===== src/rtl/rv32i_pkg.sv =====
// rv32i_pkg
// Shared RV32I decode constants: base XLEN/ILEN, the major opcodes the
// immediate generator recognises, the shift funct3 codes and the immediate
// format class enumeration carried on the decode pipeline.
// No ports (package).
package rv32i_pkg;

    localparam int XLEN = 32;
    localparam int ILEN = 32;

    localparam logic [6:0] OPCODE_LOAD     = 7'b0000011;
    localparam logic [6:0] OPCODE_MISC_MEM = 7'b0001111;
    localparam logic [6:0] OPCODE_OP_IMM   = 7'b0010011;
    localparam logic [6:0] OPCODE_AUIPC    = 7'b0010111;
    localparam logic [6:0] OPCODE_STORE    = 7'b0100011;
    localparam logic [6:0] OPCODE_LUI      = 7'b0110111;
    localparam logic [6:0] OPCODE_BRANCH   = 7'b1100011;
    localparam logic [6:0] OPCODE_JALR     = 7'b1100111;
    localparam logic [6:0] OPCODE_JAL      = 7'b1101111;
    localparam logic [6:0] OPCODE_SYSTEM   = 7'b1110011;

    localparam logic [2:0] FUNCT3_SLLI = 3'b001;
    localparam logic [2:0] FUNCT3_SRLI = 3'b101;

    typedef enum logic [2:0] {
        IMM_NONE,
        IMM_I,
        IMM_S,
        IMM_B,
        IMM_U,
        IMM_J,
        IMM_SH,
        IMM_Z
    } imm_type_e;

endpackage


===== src/rtl/imm_gen_pipe_extract.sv =====
// imm_extract
// Purely combinational immediate extraction: classifies an instruction by
// its opcode and produces the XLEN-wide immediate, its format class and an
// illegal-opcode flag.
// Optional feature macro: IMM_GEN_ZICSR_EN (CSR immediate forms -> IMM_Z).
// Ports:
//   instr_i   in  ILEN   raw instruction
//   imm_o     out XLEN   extended immediate
//   type_o    out 3      format class (imm_type_e)
//   illegal_o out 1      opcode not recognised
module imm_extract #(
    parameter int XLEN = rv32i_pkg::XLEN
) (
    input  logic [rv32i_pkg::ILEN-1:0] instr_i,
    output logic [XLEN-1:0]            imm_o,
    output rv32i_pkg::imm_type_e       type_o,
    output logic                       illegal_o
);
    import rv32i_pkg::*;

    // Every format is first assembled as a 32-bit value; zext selects
    // whether it is widened with zeros (shamt, CSR uimm) or with instr[31].
    logic [31:0] raw;
    logic        zext;
    logic [5:0]  shamt;

    // RV64 shifts use a 6-bit shamt, RV32 only the low five bits.
    assign shamt = (XLEN == 64) ? instr_i[25:20] : {1'b0, instr_i[24:20]};

    always_comb begin
        raw       = '0;
        zext      = 1'b0;
        type_o    = IMM_NONE;
        illegal_o = 1'b0;
        case (instr_i[6:0])
            OPCODE_OP_IMM: begin
                if (instr_i[14:12] == FUNCT3_SLLI || instr_i[14:12] == FUNCT3_SRLI) begin
                    type_o = IMM_SH;
                    raw    = {26'b0, shamt};
                    zext   = 1'b1;
                end else begin
                    type_o = IMM_I;
                    raw    = {{20{instr_i[31]}}, instr_i[31:20]};
                end
            end
            OPCODE_LOAD, OPCODE_JALR: begin
                type_o = IMM_I;
                raw    = {{20{instr_i[31]}}, instr_i[31:20]};
            end
            OPCODE_STORE: begin
                type_o = IMM_S;
                raw    = {{20{instr_i[31]}}, instr_i[31:25], instr_i[11:7]};
            end
            OPCODE_BRANCH: begin
                type_o = IMM_B;
                raw    = {{19{instr_i[31]}}, instr_i[31], instr_i[7],
                          instr_i[30:25], instr_i[11:8], 1'b0};
            end
            OPCODE_LUI, OPCODE_AUIPC: begin
                type_o = IMM_U;
                raw    = {instr_i[31:12], 12'b0};
            end
            OPCODE_JAL: begin
                type_o = IMM_J;
                raw    = {{11{instr_i[31]}}, instr_i[31], instr_i[19:12],
                          instr_i[20], instr_i[30:21], 1'b0};
            end
            OPCODE_MISC_MEM: begin
            end
            OPCODE_SYSTEM: begin
`ifdef IMM_GEN_ZICSR_EN
                // funct3[2] marks the CSR forms whose rs1 field is a uimm.
                if (instr_i[14]) begin
                    type_o = IMM_Z;
                    raw    = {27'b0, instr_i[19:15]};
                    zext   = 1'b1;
                end
`endif
            end
            default: begin
                illegal_o = 1'b1;
            end
        endcase
        imm_o = zext ? XLEN'(raw) : XLEN'($signed(raw));
    end

endmodule


===== src/rtl/imm_gen_pipe.sv =====
// imm_gen_pipe
// Decode-stage immediate generator with a one-cycle output register and a
// one-entry skid slot, so in_ready depends only on registered state.
// Optional feature macro: IMM_GEN_ZICSR_EN (passed through to imm_extract).
// Ports:
//   clk, rst      clock, synchronous active-high reset
//   in_valid/in_ready/in_instr/in_tag          input handshake + payload
//   out_valid/out_ready                        output handshake
//   out_imm/out_type/out_illegal/out_tag       registered result
module imm_gen_pipe #(
    parameter int XLEN  = rv32i_pkg::XLEN,
    parameter int TAG_W = 32
) (
    input  logic                       clk,
    input  logic                       rst,
    input  logic                       in_valid,
    output logic                       in_ready,
    input  logic [rv32i_pkg::ILEN-1:0] in_instr,
    input  logic [TAG_W-1:0]           in_tag,
    output logic                       out_valid,
    input  logic                       out_ready,
    output logic [XLEN-1:0]            out_imm,
    output rv32i_pkg::imm_type_e       out_type,
    output logic                       out_illegal,
    output logic [TAG_W-1:0]           out_tag
);
    import rv32i_pkg::*;

    typedef struct packed {
        logic [XLEN-1:0]  imm;
        imm_type_e        ty;
        logic             illegal;
        logic [TAG_W-1:0] tag;
    } entry_t;

    localparam entry_t EMPTY = '{imm: '0, ty: IMM_NONE, illegal: 1'b0, tag: '0};

    logic            ext_illegal;
    logic [XLEN-1:0] ext_imm;
    imm_type_e       ext_type;

    entry_t new_e;
    entry_t out_q, out_d;
    entry_t skid_q, skid_d;
    logic   out_valid_q, out_valid_d;
    logic   skid_valid_q, skid_valid_d;
    logic   accept;
    logic   out_free;

    imm_extract #(.XLEN(XLEN)) u_extract (
        .instr_i   (in_instr),
        .imm_o     (ext_imm),
        .type_o    (ext_type),
        .illegal_o (ext_illegal)
    );

    // Ready comes only from the skid flag so no combinational path from
    // out_ready back to in_ready exists.
    assign in_ready = !skid_valid_q && !rst;
    assign accept   = in_valid && in_ready;
    assign out_free = !out_valid_q || out_ready;

    // The output register refills from the skid slot first (older entry),
    // otherwise from a newly accepted instruction. A stalled output sends a
    // new instruction to the skid slot instead.
    always_comb begin
        new_e        = '{imm: ext_imm, ty: ext_type, illegal: ext_illegal, tag: in_tag};
        out_d        = out_q;
        out_valid_d  = out_valid_q;
        skid_d       = skid_q;
        skid_valid_d = skid_valid_q;
        if (out_free) begin
            if (skid_valid_q) begin
                out_d        = skid_q;
                out_valid_d  = 1'b1;
                skid_valid_d = 1'b0;
            end else if (accept) begin
                out_d       = new_e;
                out_valid_d = 1'b1;
            end else begin
                out_valid_d = 1'b0;
            end
        end else if (accept) begin
            skid_d       = new_e;
            skid_valid_d = 1'b1;
        end
    end

    always_ff @(posedge clk) begin
        if (rst) begin
            out_q        <= EMPTY;
            skid_q       <= EMPTY;
            out_valid_q  <= 1'b0;
            skid_valid_q <= 1'b0;
        end else begin
            out_q        <= out_d;
            skid_q       <= skid_d;
            out_valid_q  <= out_valid_d;
            skid_valid_q <= skid_valid_d;
        end
    end

    assign out_valid   = out_valid_q;
    assign out_imm     = out_q.imm;
    assign out_type    = out_q.ty;
    assign out_illegal = out_q.illegal;
    assign out_tag     = out_q.tag;

endmodule


===== config.mk =====
export PLATFORM = sky130hd
export DESIGN_NAME = imm_gen_pipe
export DESIGN_NICKNAME = d
export VERILOG_FILES = /design/src/rtl/rv32i_pkg.sv /design/src/rtl/imm_gen_pipe_extract.sv /design/src/rtl/imm_gen_pipe.sv
export SDC_FILE = /design/constraint.sdc
export NUM_CORES = 1
export LEC_CHECK = 0
export ABC_AREA = 1
export CELL_PAD_IN_SITES_DETAIL_PLACEMENT = 0
export CELL_PAD_IN_SITES_GLOBAL_PLACEMENT = 1
export CORE_ASPECT_RATIO = 1.75
export CORE_MARGIN = 10
export CORE_UTILIZATION = 39
export DETAILED_ROUTE_END_ITERATION = 8
export GPL_ROUTABILITY_DRIVEN = 0
export PLACE_DENSITY = 0.95
export RECOVER_POWER = 100
export SYNTH_ARGS = -nofsm -noshare
export SYNTH_HDL_FRONTEND = slang
export SYNTH_HIERARCHICAL = 1
export SYNTH_SLANG_ARGS = --single-unit
export TNS_END_PERCENT = 1

===== constraint.sdc =====
create_clock -name clk -period 4.6 [get_ports clk]
set_input_delay 1.38 -clock clk [delete_from_list [all_inputs] [get_ports clk]]
set_output_delay 1.38 -clock clk [all_outputs]
set_load 0.01 [all_outputs]

* Yosys cells after proc, flatten, opt, wreduce, memory -nomap -nowiden
Cells that the tools add are included.
** Storage, ports and cells
- Bits in registers :: 138
- RAM bits :: 0
- ROM bits :: 0
- Output and inout port bits :: 70
- Logic and storage cells :: 46
- Bits in latches :: 0
- Memories kept :: 0
- Input bits :: 68
** Cells by class
- Equal/unequal tests :: 12
- Div/mod/pow operators :: 0
- Multiplexer cells :: 9
- Bitwise operators :: 1
- Reduce and logical (&&, ||, !) cells :: 14
- $add $sub $neg :: 0
- Magnitude comparators :: 0
- Shifts and indexed selects :: 0
- Multiply operators :: 0
** Operator list (count)
- one-hot mux 32 bit (6 select lines) :: 1
- 2-to-1 mux 68 bit :: 2
- 2-to-1 mux 32 bit :: 1
- == test 7 bit, second input constant :: 4
- one-hot mux 3 bit (6 select lines) :: 1
- == test 7 x 5 -> 1 bit, second input constant :: 2
- == test 7 x 6 -> 1 bit, second input constant :: 2
- OR reduction 10 bit :: 1
- == test 7 x 2 -> 1 bit, second input constant :: 1
- == test 7 x 4 -> 1 bit, second input constant :: 1
- OR reduction 2 bit :: 3
- AND reduction 2 bit :: 2
- == test 3 x 1 -> 1 bit, second input constant :: 1
- == test 3 bit, second input constant :: 1
- logical NOT 1 bit :: 3
- 2-to-1 mux 1 bit :: 3
- 2-to-1 mux 3 bit :: 1
- logical AND 1 bit :: 2
- logical OR 1 bit :: 2
- nonzero test 2 bit :: 1
- NOT 1 bit :: 1

* Longest topological paths before layout
- Depth in word-level cells :: 6
- Mapped depth :: 15
- Mapped depth without buffers :: 14

* Cells and area by module
The synthesis kept the hierarchy.
** Modules (own cells, without submodules)
- imm_gen_pipe :: times used 1, cells each 1100, area an instance 6593.8 um^2
- imm_extract :: times used 1, cells each 229, area an instance 1044.8 um^2

* Worst setup path after synthesis
No wires, ideal clock.
- Path type :: input port to output port
- From :: input rst
- To :: output in_ready
- Buffers on the path :: 0
- Slack :: 1.710 ns
- Data arrival time :: 1.510 ns
- Data required time :: 3.220 ns
- Stages on the path :: 1
- Path through :: nor2_2
** On the way
- Word-level cells in the longest chain between the ends :: 2
** Ends and longest elaborated chain
- start: declaration :: RTL line imm_gen_pipe.sv:15 : input logic rst,
- logical NOT 1 bit :: RTL line imm_gen_pipe.sv:59 : assign in_ready = !skid_valid_q && !rst;
- logical AND 1 bit :: RTL line imm_gen_pipe.sv:59
- end: declaration :: RTL line imm_gen_pipe.sv:17 : output logic in_ready,
No other way between the ends.

* Worst setup path in the final report
Ends and elaborated chain as after synthesis.

==> out/metrics.csv <==
metric,value,unit
status,finished with violations,
violations,"max-capacitance violations, max-slew violations",
wl_per_cell,11.9,um
numCtsBuffers,17,
dr.pass1.iters,4,
yosysWarnings,6,
dominantRegCellSynth,dfxtp_1,
synth_top_area_share,36.2,%
grt_pass1_vias,6955,
grt_max_degree,73,
syn-cell-area,0.00764,sq mm
dpl_cell_area,0.00905,sq mm
final_hold_viol_count,0,
fin_area,0.00962,sq mm
synthArstFlopShare,0,%
diodes,0,
critPathMostFrequentCell,dlygate4sd3_1,
drt-vias-per-instance,4.54,
htreeDepth,4,
yosysSeqAreaShare,36.2,%
worstMarginPinSlew,1750,ps
p_leak,0.00515,uW
avgSynthCellArea,5.75,sq um
synth_cells,1329,
synth-simple-area-share,49.3,%
yosysUniqueCellTypes,22,
ys_top_cells_by_area,"dfxtp_1 (36%), nor2_1 (22%), nand2_1 (17%)",
fmax,237,MHz
setup_viol,0,
synth_top_family_by_area,simple AND/OR/NAND/NOR gates,
min_period,4220,ps
cts_tree,built,
synthXorXnorAreaFrac,0,%
holdCritPathClass,flip-flop to flip-flop,
post_cts_buffers,0,
row_count,67,
holdBufCountCts,0,
cp.arrival,2840,ps
post-route-drc-count,0,
synthMuxAreaShare,0,%
synth_fp_nets,1397,
grt.overflow.total,0,
synth_edf_count,0,
drv_slew,22,
synth_top_area_cell,dfxtp_1,
reg2reg_slack,1640,ps
multiInputGateArea,0.00387,sq mm
ys_ff_latch,138,
core_area,0.0192,sq mm
insertion_delay,410,ps
die_y,205,um
synth-compound-area-share,1.54,%
cts-root-buf,clkbuf_16,
cp_max_fo,5,
ant_nets,0,
cts_resized,0,
start_util,39.8,%
slowest_stage,dlygate4sd3_1,
clk_pin_slew,60,ps
io_pins,138,
cp_cell_sequence,dlygate4sd3_1 -> nor2_1 -> dlygate4sd3_1,
fin_nets,1492,
regArea,0.00277,sq mm
clockBufferDepth,2,
die_x,126,um
maxCapViolCount,1,
powerDensity,314,mW/mm^2
dp.cells,1646,
start_kind,input port,
grt_pass1_wl,33.7,mm
rsz0062_at_grt,no,
die_area,0.0258,sq mm
hpwl,13.5,mm
num-fill-cells,2008,
cts_sinks,138,
tns,0,ps
io_buffers,137,
fin_crit_sh,91.7,%
ir_drop,0.202,mV
crit_path_end_kind,output pin,
yosysMostFrequentCell,nor2_1,
criticalPathCategory,input port to output pin,
finalWirelength,20.0,mm
antenna_found_initial,0,
synthAdderAreaFrac,0,%
track_usage,15.4,%
synthToLayoutAreaGrowth,25.9,%
netlist_top_cells_count,"nor2_1 (451), nand2_1 (355), inv_1 (156)",
crit_required,3220,ps
slowest_delay,650,ps
drt_iter0_drc,473,
drive_gt1_share,4.94,%
vias,7611,
fin_cells,1678,
skew,6.36,ps
relSlewSlack,-17.1,%
-- stage by stage --
| stage | total power (uW) | hold WS (ps) | util [%] | setup WS (ps) |
|---|---|---|---|---|
| detailed placement | 1720 | 469 | 47.2 | 533 |
| floorplan | 1520 | 454 | - | 1710 |
| finish | 3020 | 472 | 50.1 | 384 |
| global placement | 1720 | 461 | 47.2 | 567 |
| global route | 3160 | 492 | 50.1 | 251 |
| CTS | 3090 | 483 | 50.2 | 527 |
-- flip-flops by register name, summed over array words and instances, names as in the netlist --
| register | flops |
|---|---|
| skid_q | 68 |
| out_imm | 32 |
| out_tag | 32 |
| out_type | 3 |
| out_illegal | 1 |
| out_valid | 1 |
| skid_valid_q | 1 |
-- layer usage --
metal / vias to the layer above / part of all wire [%] / track usage, %
met5: - / 0 / 0
met4: 0 / 1.5 / 5.59
li1: 4100 / - / -
met2: 120 / 52 / 28.7
met1: 3374 / 44 / 16.8
met3: 17 / 3.1 / 3.03
-- area by class of cell --
cell class / instances / share of cell area (%)
clock buffers: 21 / 4.79
clock inverters: 11 / 1.26
flip-flops and latches: 138 / 28.8
inverters: 160 / 6.27
multi-input cells: 959 / 40.3
repair buffers: 148 / 15.5
well taps: 241 / 3.14
-- layout by cell type, fill, tap and decap left out, drive strengths merged --
| master | n |
|---|---|
| bufinv | 2 |
| clkdlybuf4s50 | 66 |
| clkinvlp | 2 |
| dlygate4sd3 | 71 |
| buf | 10 |
| clkinv | 7 |
| o21bai | 2 |
| a21oi | 16 |
| nand2 | 371 |
| inv | 160 |
| nor3 | 1 |
| clkbuf | 22 |
| dfxtp | 138 |
| nand3 | 106 |
| o21ai | 3 |
| nor2 | 460 |
-- where the power goes --
group / switching (uW) / internal, uW
Combinational: 217 / 182
Clock: 525 / 825
Sequential: 24.8 / 1250
Total: 767 / 2250
-- worst paths after layout --
kind | startpoint | end | cells after the start
max | rst | in_ready | 3
min | out_tag[4] | out_tag[4] | 2
min reg2reg | out_tag[4] | out_tag[4] | 2
max reg2reg | skid_valid_q | out_imm[7] | 5
-- cells by family (layout without fill, tap and decap cells) --
| kind of cell | Yosys count | count (layout) |
|---|---|---|
| buf+inv | 232 | 340 |
| simple gates | 938 | 938 |
| flops | 138 | 138 |
| compound gates | 21 | 21 |
-- critical path, delay by kind of cell --
family | cells | cell delay [ps]
buffers and inverters | 2 | 1290
and+or+nand+nor | 1 | 170
(Power assumes the default switching activity.)
